<file path="src/rtl/layer_seq_pkg.sv">
// Shared definitions for the fully-connected-layer sequencer.
//   state_t           sequencer FSM states
//   LS_REG_*          CPU-visible register indices of layer_seq
//   DOT_REG_*         register indices of the downstream dot accelerator
package layer_seq_pkg;

    typedef enum logic [3:0] {
        ST_IDLE,
        ST_BIAS_RD,
        ST_BIAS_WT,
        ST_CFG_W,
        ST_CFG_IF,
        ST_CFG_N,
        ST_GO,
        ST_RES,
        ST_ACT,
        ST_WR,
        ST_DONE
    } state_t;

    localparam logic [3:0] LS_REG_CTRL      = 4'd0;
    localparam logic [3:0] LS_REG_COUNT     = 4'd1;
    localparam logic [3:0] LS_REG_W_BASE    = 4'd2;
    localparam logic [3:0] LS_REG_IF_ADDR   = 4'd3;
    localparam logic [3:0] LS_REG_BIAS_BASE = 4'd4;
    localparam logic [3:0] LS_REG_N_WORDS   = 4'd5;
    localparam logic [3:0] LS_REG_N_OUT     = 4'd6;
    localparam logic [3:0] LS_REG_OUT_BASE  = 4'd7;
    localparam logic [3:0] LS_REG_RELU_EN   = 4'd8;

    localparam logic [3:0] DOT_REG_START  = 4'd0;
    localparam logic [3:0] DOT_REG_RESULT = 4'd1;
    localparam logic [3:0] DOT_REG_W      = 4'd2;
    localparam logic [3:0] DOT_REG_IF     = 4'd3;
    localparam logic [3:0] DOT_REG_N      = 4'd5;

endpackage

</file>
<file path="src/rtl/bias_relu.sv">
// Bias add and optional ReLU for one output neuron (purely combinational).
//   result   in  32  dot product from the accelerator (Q16.16)
//   bias     in  32  neuron bias (Q16.16)
//   relu_en  in  1   clamp negative sums to zero
//   act      out 32  activation; sum wraps in 32-bit two's complement
module bias_relu
    import layer_seq_pkg::*;
(
    input  logic [31:0] result,
    input  logic [31:0] bias,
    input  logic        relu_en,
    output logic [31:0] act
);

    logic [31:0] sum;

    always_comb begin
        sum = result + bias;
        act = (relu_en && sum[31]) ? '0 : sum;
    end

endmodule

</file>
<file path="src/rtl/layer_seq.sv">
// Fully-connected-layer sequencer. For each output neuron it fetches the bias
// from SDRAM, programs and starts the dot accelerator, reads back the dot
// product, applies bias + optional ReLU and writes the activation to SDRAM.
//   clk, rst_n            clock, synchronous active-high reset
//   slave_*               CPU register port (zero wait states except a
//                         blocking read of reg 0 while a run is active)
//   dot_*                 Avalon master towards the dot accelerator
//   mem_*                 Avalon master towards SDRAM (pipelined reads)
//
// state    | meaning
// ---------+-------------------------------------------------------------
// IDLE     | waiting for a start write to reg 0
// BIAS_RD  | mem_read of bias word for neuron i, held until accepted
// BIAS_WT  | waiting for mem_readdatavalid, latch bias
// CFG_W    | dot write: weight pointer
// CFG_IF   | dot write: input feature address
// CFG_N    | dot write: word count
// GO       | dot write: start
// RES      | dot read of result, latched on accept
// ACT      | bias add / ReLU, issue activation write
// WR       | mem_write of activation held until accepted, advance neuron
// DONE     | one cycle, then IDLE releases a stalled reg 0 read
module layer_seq
    import layer_seq_pkg::*;
#(
    parameter int CNT_W      = 16,
    parameter int WORD_BYTES = 4
)
(
    input  logic        clk,
    input  logic        rst_n,
    output logic        slave_waitrequest,
    input  logic [3:0]  slave_address,
    input  logic        slave_read,
    output logic [31:0] slave_readdata,
    input  logic        slave_write,
    input  logic [31:0] slave_writedata,
    input  logic        dot_waitrequest,
    output logic [3:0]  dot_address,
    output logic        dot_read,
    output logic        dot_write,
    input  logic [31:0] dot_readdata,
    output logic [31:0] dot_writedata,
    input  logic        mem_waitrequest,
    output logic [31:0] mem_address,
    output logic        mem_read,
    output logic        mem_write,
    input  logic [31:0] mem_readdata,
    input  logic        mem_readdatavalid,
    output logic [31:0] mem_writedata
);

    localparam int          WORD_SHIFT = $clog2(WORD_BYTES);
    localparam logic [31:0] WORD_STEP  = 32'(WORD_BYTES);

    state_t           state;
    logic [31:0]      w_base;
    logic [31:0]      if_addr;
    logic [31:0]      bias_base;
    logic [31:0]      n_words;
    logic [CNT_W-1:0] n_out;
    logic [31:0]      out_base;
    logic             relu_en;

    logic [CNT_W-1:0] cnt;
    logic [CNT_W-1:0] cnt_next;
    logic [31:0]      stride;
    logic [31:0]      wptr;
    logic [31:0]      bias_ptr;
    logic [31:0]      out_ptr;
    logic [31:0]      bias;
    logic [31:0]      result;
    logic [31:0]      act;

    logic             busy;
    logic             start;

    // DONE still counts as busy so a pending reg 0 read completes in the
    // cycle after DONE, once the FSM is back in IDLE.
    assign busy     = (state != ST_IDLE);
    assign start    = slave_write && !busy && (slave_address == LS_REG_CTRL);
    assign cnt_next = cnt + CNT_W'(1);

    assign slave_waitrequest = slave_read && busy && (slave_address == LS_REG_CTRL);

    always_comb begin
        slave_readdata = '0;
        case (slave_address)
            LS_REG_COUNT:     slave_readdata = 32'(cnt);
            LS_REG_W_BASE:    slave_readdata = w_base;
            LS_REG_IF_ADDR:   slave_readdata = if_addr;
            LS_REG_BIAS_BASE: slave_readdata = bias_base;
            LS_REG_N_WORDS:   slave_readdata = n_words;
            LS_REG_N_OUT:     slave_readdata = 32'(n_out);
            LS_REG_OUT_BASE:  slave_readdata = out_base;
            LS_REG_RELU_EN:   slave_readdata = {31'b0, relu_en};
            default:          slave_readdata = '0;
        endcase
    end

    // Configuration registers are frozen while a run is active, so the run
    // keeps using the values present at start without shadow copies.
    always_ff @(posedge clk) begin
        if (rst_n) begin
            w_base    <= '0;
            if_addr   <= '0;
            bias_base <= '0;
            n_words   <= '0;
            n_out     <= '0;
            out_base  <= '0;
            relu_en   <= 1'b0;
        end else if (slave_write && !busy) begin
            case (slave_address)
                LS_REG_W_BASE:    w_base    <= slave_writedata;
                LS_REG_IF_ADDR:   if_addr   <= slave_writedata;
                LS_REG_BIAS_BASE: bias_base <= slave_writedata;
                LS_REG_N_WORDS:   n_words   <= slave_writedata;
                LS_REG_N_OUT:     n_out     <= slave_writedata[CNT_W-1:0];
                LS_REG_OUT_BASE:  out_base  <= slave_writedata;
                LS_REG_RELU_EN:   relu_en   <= slave_writedata[0];
                default: ;
            endcase
        end
    end

    bias_relu u_bias_relu (
        .result  (result),
        .bias    (bias),
        .relu_en (relu_en),
        .act     (act)
    );

    always_ff @(posedge clk) begin
        if (rst_n) begin
            state         <= ST_IDLE;
            cnt           <= '0;
            stride        <= '0;
            wptr          <= '0;
            bias_ptr      <= '0;
            out_ptr       <= '0;
            bias          <= '0;
            result        <= '0;
            dot_address   <= '0;
            dot_read      <= 1'b0;
            dot_write     <= 1'b0;
            dot_writedata <= '0;
            mem_address   <= '0;
            mem_read      <= 1'b0;
            mem_write     <= 1'b0;
            mem_writedata <= '0;
        end else begin
            case (state)
                ST_IDLE: begin
                    if (start) begin
                        cnt      <= '0;
                        stride   <= n_words << WORD_SHIFT;
                        wptr     <= w_base;
                        bias_ptr <= bias_base;
                        out_ptr  <= out_base;
                        if (n_out == '0) begin
                            state <= ST_DONE;
                        end else begin
                            state       <= ST_BIAS_RD;
                            mem_read    <= 1'b1;
                            mem_address <= bias_base;
                        end
                    end
                end
                ST_BIAS_RD: begin
                    if (!mem_waitrequest) begin
                        mem_read <= 1'b0;
                        state    <= ST_BIAS_WT;
                    end
                end
                ST_BIAS_WT: begin
                    if (mem_readdatavalid) begin
                        bias          <= mem_readdata;
                        dot_write     <= 1'b1;
                        dot_address   <= DOT_REG_W;
                        dot_writedata <= wptr;
                        state         <= ST_CFG_W;
                    end
                end
                ST_CFG_W: begin
                    if (!dot_waitrequest) begin
                        dot_address   <= DOT_REG_IF;
                        dot_writedata <= if_addr;
                        state         <= ST_CFG_IF;
                    end
                end
                ST_CFG_IF: begin
                    if (!dot_waitrequest) begin
                        dot_address   <= DOT_REG_N;
                        dot_writedata <= n_words;
                        state         <= ST_CFG_N;
                    end
                end
                ST_CFG_N: begin
                    if (!dot_waitrequest) begin
                        dot_address   <= DOT_REG_START;
                        dot_writedata <= 32'd1;
                        state         <= ST_GO;
                    end
                end
                ST_GO: begin
                    if (!dot_waitrequest) begin
                        dot_write     <= 1'b0;
                        dot_writedata <= '0;
                        dot_read      <= 1'b1;
                        dot_address   <= DOT_REG_RESULT;
                        state         <= ST_RES;
                    end
                end
                ST_RES: begin
                    if (!dot_waitrequest) begin
                        result   <= dot_readdata;
                        dot_read <= 1'b0;
                        state    <= ST_ACT;
                    end
                end
                ST_ACT: begin
                    mem_write     <= 1'b1;
                    mem_address   <= out_ptr;
                    mem_writedata <= act;
                    state         <= ST_WR;
                end
                ST_WR: begin
                    if (!mem_waitrequest) begin
                        mem_write <= 1'b0;
                        cnt       <= cnt_next;
                        wptr      <= wptr + stride;
                        bias_ptr  <= bias_ptr + WORD_STEP;
                        out_ptr   <= out_ptr + WORD_STEP;
                        if (cnt_next == n_out) begin
                            state <= ST_DONE;
                        end else begin
                            state       <= ST_BIAS_RD;
                            mem_read    <= 1'b1;
                            mem_address <= bias_ptr + WORD_STEP;
                        end
                    end
                end
                ST_DONE: begin
                    state <= ST_IDLE;
                end
                default: begin
                    state <= ST_IDLE;
                end
            endcase
        end
    end

endmodule

</file>
<file path="config.mk">
export PLATFORM = sky130hd
export DESIGN_NAME = layer_seq
export DESIGN_NICKNAME = d
export VERILOG_FILES = /design/src/rtl/layer_seq_pkg.sv /design/src/rtl/bias_relu.sv /design/src/rtl/layer_seq.sv
export SDC_FILE = /design/constraint.sdc
export NUM_CORES = 1
export LEC_CHECK = 0
export ABC_AREA = 1
export BUFFER_PORTS_ARGS = -buffer_cell sky130_fd_sc_hd__buf_2
export CAP_MARGIN = 10
export CORE_MARGIN = 2
export CORE_UTILIZATION = 50
export CTS_CLUSTER_DIAMETER = 40
export CTS_CLUSTER_SIZE = 25
export DETAILED_ROUTE_END_ITERATION = 8
export PLACE_DENSITY = 0.76
export SETUP_SLACK_MARGIN = 0.4
export SLEW_MARGIN = 10
export SYNTH_ARGS = -nofsm -noshare
export SYNTH_HDL_FRONTEND = slang
export SYNTH_SLANG_ARGS = --single-unit
export TNS_END_PERCENT = 1
</file>
<file path="constraint.sdc">
create_clock -name clk -period 3.4 [get_ports clk]
set_input_delay 0.17 -clock clk [delete_from_list [all_inputs] [get_ports clk]]
set_output_delay 0.17 -clock clk [all_outputs]
set_load 0.01 [all_outputs]
</file>
## Yosys cells after proc, flatten, opt, wreduce, memory -nomap -nowiden

Cells that the tools add are included.

- Add/subtract/negate cells: 5
- Equality and inequality tests: 29
- Muxes and demuxes: 54
- Bitwise logic cells: 1
- Reduce and logical (&&, ||, !) cells: 35

Operators by type and width:

| operator | count |
|---|---|
| $mux W32 | 16 |
| $pmux W32 S8 | 1 |
| $pmux W32 S2 | 3 |
| $pmux W32 S5 | 1 |
| $pmux W32 S3 | 1 |
| $add A32 B3 Y32 const B | 2 |
| $add A32 B32 Y32 | 2 |
| $mux W4 | 15 |
| $pmux W4 S10 | 1 |
| $eq A4 B3 Y1 const B | 8 |
| $mux W16 | 2 |
| $pmux W16 S2 | 1 |
| $ne A2 B2 Y1 const B | 11 |
| $reduce_and A2 Y1 | 11 |
| $pmux W4 S5 | 1 |
| $add A16 B1 Y16 const B | 1 |
| $eq A16 B16 Y1 | 1 |
| $eq A4 B2 Y1 const B | 4 |
| $logic_not A16 Y1 | 1 |
| $eq A4 B4 Y1 const B | 3 |
| $reduce_and A6 Y1 | 2 |
| $reduce_and A3 Y1 | 3 |
| $reduce_and A9 Y1 | 1 |
| $eq A4 B1 Y1 const B | 2 |
| 12 further kinds | 30 |

- Bits in registers: 491
- Input port bits: 107
- Output and inout bits: 137
- Logic and storage cells: 147

## Logic depth before layout (Yosys ltp)

Gate-level depths: netlist (run 1).

- Depth in word-level cells: 6
- Depth in mapped cells: 17
- Gate-level depth less buffers: 16

## By module

From an unflattened synthesis (run 1), not the netlist that was laid out.

- Cell total of the unflattened synthesis: 4004
- Area total of the unflattened synthesis: 26462.9 µm²

Modules (own cells, without submodules):

| module | instances | cells each | area an instance (µm²) | seq. area each (µm²) |
|---|---|---|---|---|
| layer_seq | 1 | 3456 | 23837.9 | 9809.4 |
| bias_relu | 1 | 548 | 2625.0 | 0.0 |

## Least setup slack after synthesis (run 1)

Ideal clock, no wire load.

- Kind: register to register
- Start: reg wptr[2]
- End: reg wptr[18]
- Library setup time: 0.132 ns
- Arrival: 2.051 ns
- Data required time: 3.268 ns
- Path slack: 1.217 ns
- Stages on the path, launching flop included: 16
- Path buffers: 0
- Clock period less this slack: 2.183 ns
- Cell sequence: dfxtp_1 -> ha_1 -> inv_1 -> fa_1 -> inv_1 -> nand3_1 -> nand2_1 -> a21boi_0 -> o21ai_0 -> nand2_1 -> nand2_1 -> nand2_1 -> nand3_1 -> nand2_1 -> o21ai_0 -> a21oi_1

- Word-level cells in the longest chain between the ends: 3

Ends and longest elaborated chain:

| what | RTL line | text |
|---|---|---|
| from (decl) | layer_seq.sv:68 | `logic [31:0] wptr;` |
| from (signal assigned) | layer_seq.sv:157 | `wptr <= w_base;` |
| from (signal assigned) | layer_seq.sv:231 | `wptr <= wptr + stride;` |
| $add A32 B32 Y32 | layer_seq.sv:231 |  |
| $mux W32 | layer_seq.sv:228 | `if (!mem_waitrequest) begin` |
| $pmux W32 S2 | layer_seq.sv:152 | `case (state)` |

No other way between the ends. The select of a mux whose other input is x is not followed.
A chain may end at the register's enable or synchronous reset.

## Final worst setup path (run 1)

- Start: reg state[0]
- End: reg dot_writedata[17]

- Word-level cells in the longest chain between the ends: 3
- Elaborated cells between the ends (all ways): 13
- Those cells by class: eq/ne (10); mux (1); reduce/logical (2)

Ends and longest elaborated chain:

| what | RTL line | text |
|---|---|---|
| from (decl) | layer_seq.sv:56 | `state_t state;` |
| from (signal assigned) | layer_seq.sv:135 | `state <= ST_IDLE;` |
| from (signal assigned) | layer_seq.sv:161 | `state <= ST_DONE;` |
| from (signal assigned) | layer_seq.sv:163 | `state <= ST_BIAS_RD;` |
| $eq A4 B3 Y1 / $eq A4 B2 Y1 (equally long branches) | layer_seq.sv:152 |  |
| $reduce_bool A5 Y1 (no source line) / $ne A2 B2 Y1 (equally long branches) | n/a |  |
| $reduce_and A6 Y1 (no source line) | n/a |  |
| to (signal assigned) | layer_seq.sv:180 | `dot_writedata <= wptr;` |
| to (signal assigned) | layer_seq.sv:187 | `dot_writedata <= if_addr;` |
| to (signal assigned) | layer_seq.sv:194 | `dot_writedata <= n_words;` |
| to (decl) | layer_seq.sv:43 | `output logic [31:0] dot_writedata,` |

Several ways; a longest one is shown, not always the timed one.

==> run summary, run 1 <==
Status: completed
P&R area growth vs syn: 20.6%
Initial antenna violation count: 0
Hold_ws: 0.0539 ns
Avg WL per Cell: 20.4 um
Mapped Nets: 3932
Critical Path Most Common Cell: a211oi_1
Die area: 0.0535 mm^2
Post-synthesis register bit count: 490
Post-Syn Area: 0.0258 mm^2
CTS Buf Count: 74
Drt pass-1 iters: 6
H-tree level count: 3
Largest area contributor in the netlist: dfxtp_1
Fmax achieved: 0.362 GHz
DR vias/cell: 5.96
Yosys cell types: 59
Layout cells sized above 1: 12.2%
CP Capture Type: flip-flop
Setup_tns: 0 ns
Min-Delay Path Class: primary input to flip-flop
Slowest CP cell: dfxtp_1
DIE HEIGHT: 231 um
Setup violators final: 0
All-Layer GR Usage: 35.5%
Mean Syn Cell Area: 6.87 um^2
Vias: 28300
# IOs: 244
Final nets: 4186
Die Width: 231 um
End-of-flow core utilization: 60.8%
Pwr Total: 0.0184 W
Starting Density: 50.4%
Peak supply drop: 0.368 mV
Share of the synthesized area in the top cell type: 38.0%
Period utilization: 81.4%
Actual slew at the worst max-slew pin: 1.23 ns
Site Rows: 83
Post-layout min period: 2.77 ns
Crit Path Category: flip-flop to flip-flop
RSZ-0062 raised after global routing: yes
Max Transition Viols Final: 0
Main area contributors after synthesis: dfxtp_1, nand2_1, a21oi_1
Clock sinks: 490
Initial drt markers: 3261
Leak Pwr: 12.8 nW
CP Launch Type: flip-flop
Clock transition at path regs: 0.05 ns
Gp weighted congestion: 0.968
Top fanout value on the critical path: 69
Fraction of registers with async set/reset: 0%
First-pass GRT wire length: 150000 um
Synth Flop Type: dfxtp_1
Max Cap Viol: 0
CP Cell Sequence: nand2_1 > nor2_4 > inv_4 > o21ai_1 > nor2_2 > inv_1 > a21oi_1 > o21ai_4 > buf_12 > a211oi_1 > a211oi_1
Post-CTS setup buffers: 0
Placed instance area: 0.0275 mm^2
Final Skew: 0.0348 ns
EDFF count, synth: 0
Congestion Overflow GR: 0
Port Buffers: 242
Drt drc: 0
Warnings, synthesis: 0
Post-route cell area: 0.0311 mm^2
Relative slew margins: 18.0%
Worst Path Required: 3.90 ns
Root buffer cell: clkbuf_16
Post-DP HPWL: 66700 um
Antenna viol nets, final: 0
Vias in the first global route: 26700
Largest net degree at the start of global routing: 167
Power density over the cells: 592 mW/mm^2
Bufs on Longest Clock Path: 3
Total Wirelength: 97200 um
Core box area: 0.0512 mm^2
CP peak stage delay: 0.49 ns
Post-Syn Instances: 3760
Clk_lat worst skew: 0.62 ns
Seq/Total Area, Yosys: 38.0%
Final number of hold-violating endpoints: 0
CTS tree: yes
CP arrival: 3.27 ns
==> placed cells by master, fill, tap and decap left out, types with 7 or more instances in the layout <==
master,netlist,final
dlygate4sd3_1,0,98
clkbuf_16,0,77
inv_1,359,357
a221oi_1,38,38
bufinv_16,0,8
a31oi_1,14,14
xor2_1,39,39
nand3b_1,7,7
buf_4,1,46
or2_2,11,11
o21ai_0,430,429
clkbuf_8,0,9
nor2_2,9,12
nor3_1,36,36
o221ai_1,13,13
inv_6,0,7
a211oi_1,77,77
nand3_1,188,188
nand4_1,66,66
clkinv_4,0,7
o211ai_1,23,23
xnor2_1,15,15
o22ai_1,59,59
nor2_1,437,433
a21oi_1,444,443
dfxtp_1,490,490
nand2_1,624,622
inv_2,23,24
inv_8,0,10
nor4_1,7,7
ha_1,63,63
o2111ai_1,8,8
clkinvlp_4,0,7
buf_2,30,241
==> kinds of logic (layout without fill, tap and decap cells) <==
logic type,after synthesis,after routing,share of synthesized area (%)
and+or+nand+nor,1404,1404,23.0
AOI/OAI and AO/OA,1142,1142,24.7
buffers and inverters,602,914,9.04
DFF,490,490,38.0
adders and majority gates,65,65,3.21
xor gates and xnor gates,56,56,2.01
other,1,2,0.0145
==> worst paths after layout <==
kind / from / endpoint / slack (ns) / depth (start not counted)
worst max-delay path: state[0] / dot_writedata[17] / 0.63 / 11
worst min-delay path: rst_n / mem_writedata[30] / 0.05 / 2
worst max register to register: state[0] / dot_writedata[17] / 0.63 / 11
worst min register to register: dot_writedata[3] / dot_writedata[3] / 0.45 / 2
==> Yosys cell counts (6+ instances only) <==
library cell and n:
o21bai_1 6, a211oi_1 77, nand4_1 66, nor2_1 437, buf_1 12, inv_1 359, xor2_1 39, a21oi_1 444
o211ai_1 23, xnor2_1 15, a221oi_1 38, ha_1 63, or2_2 11, a21o_1 6, nor4_1 7, inv_2 23
o2111ai_1 8, nor3_1 36, nand2_1 624, clkbuf_1 167, nand3b_1 7, o21ai_0 430, dfxtp_1 490, nand3_1 188
o22ai_1 59, o221ai_1 13, nor2_2 9, a31oi_1 14, buf_2 30
==> registers in the layout, indices dropped and copies added, names as in the netlist, 16 cells and up <==
| register | count |
|---|---|
| wptr | 32 |
| out_base | 32 |
| if_addr | 32 |
| mem_writedata | 32 |
| out_ptr | 32 |
| dot_writedata | 32 |
| n_out | 16 |
| n_words | 32 |
| w_base | 32 |
| cnt | 16 |
| bias_ptr | 32 |
| bias_base | 32 |
| bias | 32 |
| result | 32 |
| mem_address | 32 |
| stride | 30 |
==> power breakdown <==
| group | internal [W] | switching [W] |
|---|---|---|
| registers | 0.00631 | 0.000378 |
| clock network | 0.00503 | 0.00307 |
| logic | 0.00120 | 0.00244 |
| total | 0.0125 | 0.00589 |
==> critical path, delay by kind of cell, from the launching register on <==
kind            cells  cell delay [ns]
compound gates      5             0.83
buf+inv             3             0.69
flops               1             0.49
simple gates        3             0.56
==> what timing repair did <==
| item | CTS | global route |
|---|---|---|
| hold buffers | 98 | 0 |
| endpoints found under the hold margin | 216 | 0 |
| gates resized for setup | 0 | 1 |
| endpoints found under the setup margin | 0 | 4 |
==> cell type report <==
class | count | area (um^2)
clock inverters | 44 | 569
multi-input cells | 2668 | 13700
fillers | 4686 | 20100
repair buffers | 392 | 2660
flip-flops and latches | 490 | 9810
inverters | 388 | 1470
diodes | 1 | 2.50
well taps | 680 | 851
clock buffers | 90 | 2070
==> metrics by stage <==
stage / setup slack (ns) / instances
2_1_floorplan: 1.22 / 3760
3_3_place_gp: 0.723 / 4519
3_5_place_dp: 0.680 / 4519
4_1_cts: 0.642 / 4751
5_1_grt: 0.374 / 4752
6_report: 0.634 / 4753
==> metal layers <==
metal	routed length, um	global-route usage (%)	part of all wire (%)
met4	5010	18.4	5.2
met5	0	0	0
met2	44400	57.4	46
met3	8820	5.65	9.1
met1	38900	45.8	40
Note: power is estimated with default switching activity, not from simulation.
==> run 2, diff against run 1 <==
- clock period: 3.4 -> 2.7 ns (I/O delays scaled with it)
==> run summary, run 2 (synthesized netlist as in run 1, its figures left out) <==
Status: completed
Fmax achieved: 0.432 GHz
Initial drt markers: 3399
CTS tree: yes
Congestion Overflow GR: 0
Max Transition Viols Final: 0
Setup_tns: 0 ns
CTS Buf Count: 78
Avg WL per Cell: 20.7 um
CP Capture Type: flip-flop
# IOs: 244
Min-Delay Path Class: primary input to flip-flop
Gp weighted congestion: 1.04
Clock sinks: 490
Register share of total power: 35.1%
All-Layer GR Usage: 35.8%
Post-DP HPWL: 68000 um
Clock transition at path regs: 0.06 ns
Pwr Total: 0.0239 W
Vias in the first global route: 26900
Die area: 0.0535 mm^2
Clk pwr share: 43.9%
Bufs on Longest Clock Path: 3
Combinational power share: 21.0%
RSZ-0062 raised after global routing: yes
Port Buffers: 242
Die Width: 231 um
Post-layout min period: 2.32 ns
Crit Path Category: flip-flop to flip-flop
Actual slew at the worst max-slew pin: 1.17 ns
First-pass GRT wire length: 151000 um
Final nets: 4244
Root buffer cell: clkbuf_16
P&R area growth vs syn: 24.7%
Total Wirelength: 99900 um
Layout cells sized above 1: 15.2%
Setup violators final: 0
Final number of hold-violating endpoints: 0
Routed wl met3: 10100 um
NetSw: 0.00772 W
Hold_ws: 0.000457 ns
Starting Density: 50.4%
H-tree level count: 3
Power density over the cells: 743 mW/mm^2
Antenna viol nets, final: 0
Drt pass-1 iters: 7
CP arrival: 2.84 ns
Commonest non-fill, non-tap cell in the layout: nand2_1
Relative slew margins: 21.7%
Top layer used by detailed routing: met4
Clk_lat worst skew: 0.63 ns
Vias: 28900
Core box area: 0.0512 mm^2
DIE HEIGHT: 231 um
Drt drc: 0
Period utilization: 85.7%
Site Rows: 83
Switching share of power: 32.3%
Commonest cells after routing, fill and taps aside: nand2_1, dfxtp_1, a21oi_1
Leak Pwr: 13.2 nW
Initial antenna violation count: 3
Final Skew: 0.0323 ns
Worst Path Required: 3.23 ns
Max Cap Viol: 0
Top fanout value on the critical path: 21
Largest net degree at the start of global routing: 171
Peak supply drop: 0.778 mV
Post-route met1 wirelength: 40100 um
Detail Route met2 WL: 44500 um
CP Launch Type: flip-flop
Cell Int Power: 0.0162 W
DR vias/cell: 5.99
run 2: power groups by stage:
stage                     combinational, W  sequential [W]  clock (W)
after CTS                          0.00467         0.00840     0.0105
after detailed placement           0.00437         0.00854          0
after floorplan                    0.00269         0.00863          0
final                              0.00503         0.00841     0.0105
after global placement             0.00433         0.00853          0
after global routing               0.00550         0.00847     0.0109
run 2: worst paths after layout:
path	slack, ns	depth (start not counted)	startpoint	to
worst min register to register	0.44	2	dot_address[0]	dot_address[0]
worst max register to register	0.38	13	result[14]	mem_writedata[11]
worst min-delay path	0.0005	4	rst_n	mem_address[7]
worst max-delay path	0.38	13	result[14]	mem_writedata[11]
run 2: per-layer routing:
metal,GRT usage (%),up-vias
met5,0,-
met4,18.1,0
met3,6.79,326
met2,56.5,1761
met1,46.6,13400
li1,-,13400
run 2: area by class of cell:
cell class                      instances  area (um^2)
Antenna cell                            3         7.51
Inverter                              388         1470
Sequential cell                       490         9830
Timing Repair Buffer                  441         3210
Multi-Input combinational cell       2673        14100
Fill cell                            4535        19000
Clock inverter                         49          567
Tap cell                              680          851
Clock buffer                           96         2180
run 2: through the flow:
step | setup WS (ns) | instances | instance area (um^2) | util [%]
final | 0.385 | 4820 | 32200 | 62.9
after global routing | 0.258 | 4819 | 32200 | 62.9
after CTS | 0.316 | 4800 | 31700 | 61.9
after detailed placement | 0.128 | 4553 | 27800 | 54.4
after global placement | 0.240 | 4553 | 27800 | 54.4
after floorplan | 0.517 | 3760 | 25800 | -
run 2: what timing repair did:
action / CTS / global route
gates resized for setup: 20 / 95
endpoints found under the hold margin: 243 / 0
hold buffers: 98 / 0
pin swaps: 1 / 14
gates cloned: 3 / 5
setup buffers: 1 / 12
setup endpoints to repair: 90 / 300
run 2: worst max-delay path, cell delays in order, from the launching register on:
cell and delay [ns]:
dfxtp_1 0.31, ha_1 0.39, nand2_1 0.15, nor2_4 0.18
and3_1 0.19, nand2_1 0.07, nand3_2 0.11, nand2_1 0.08
nand2_1 0.07, nand2_1 0.07, nand3_2 0.14, buf_12 0.16
nand3_1 0.10, a21oi_1 0.20
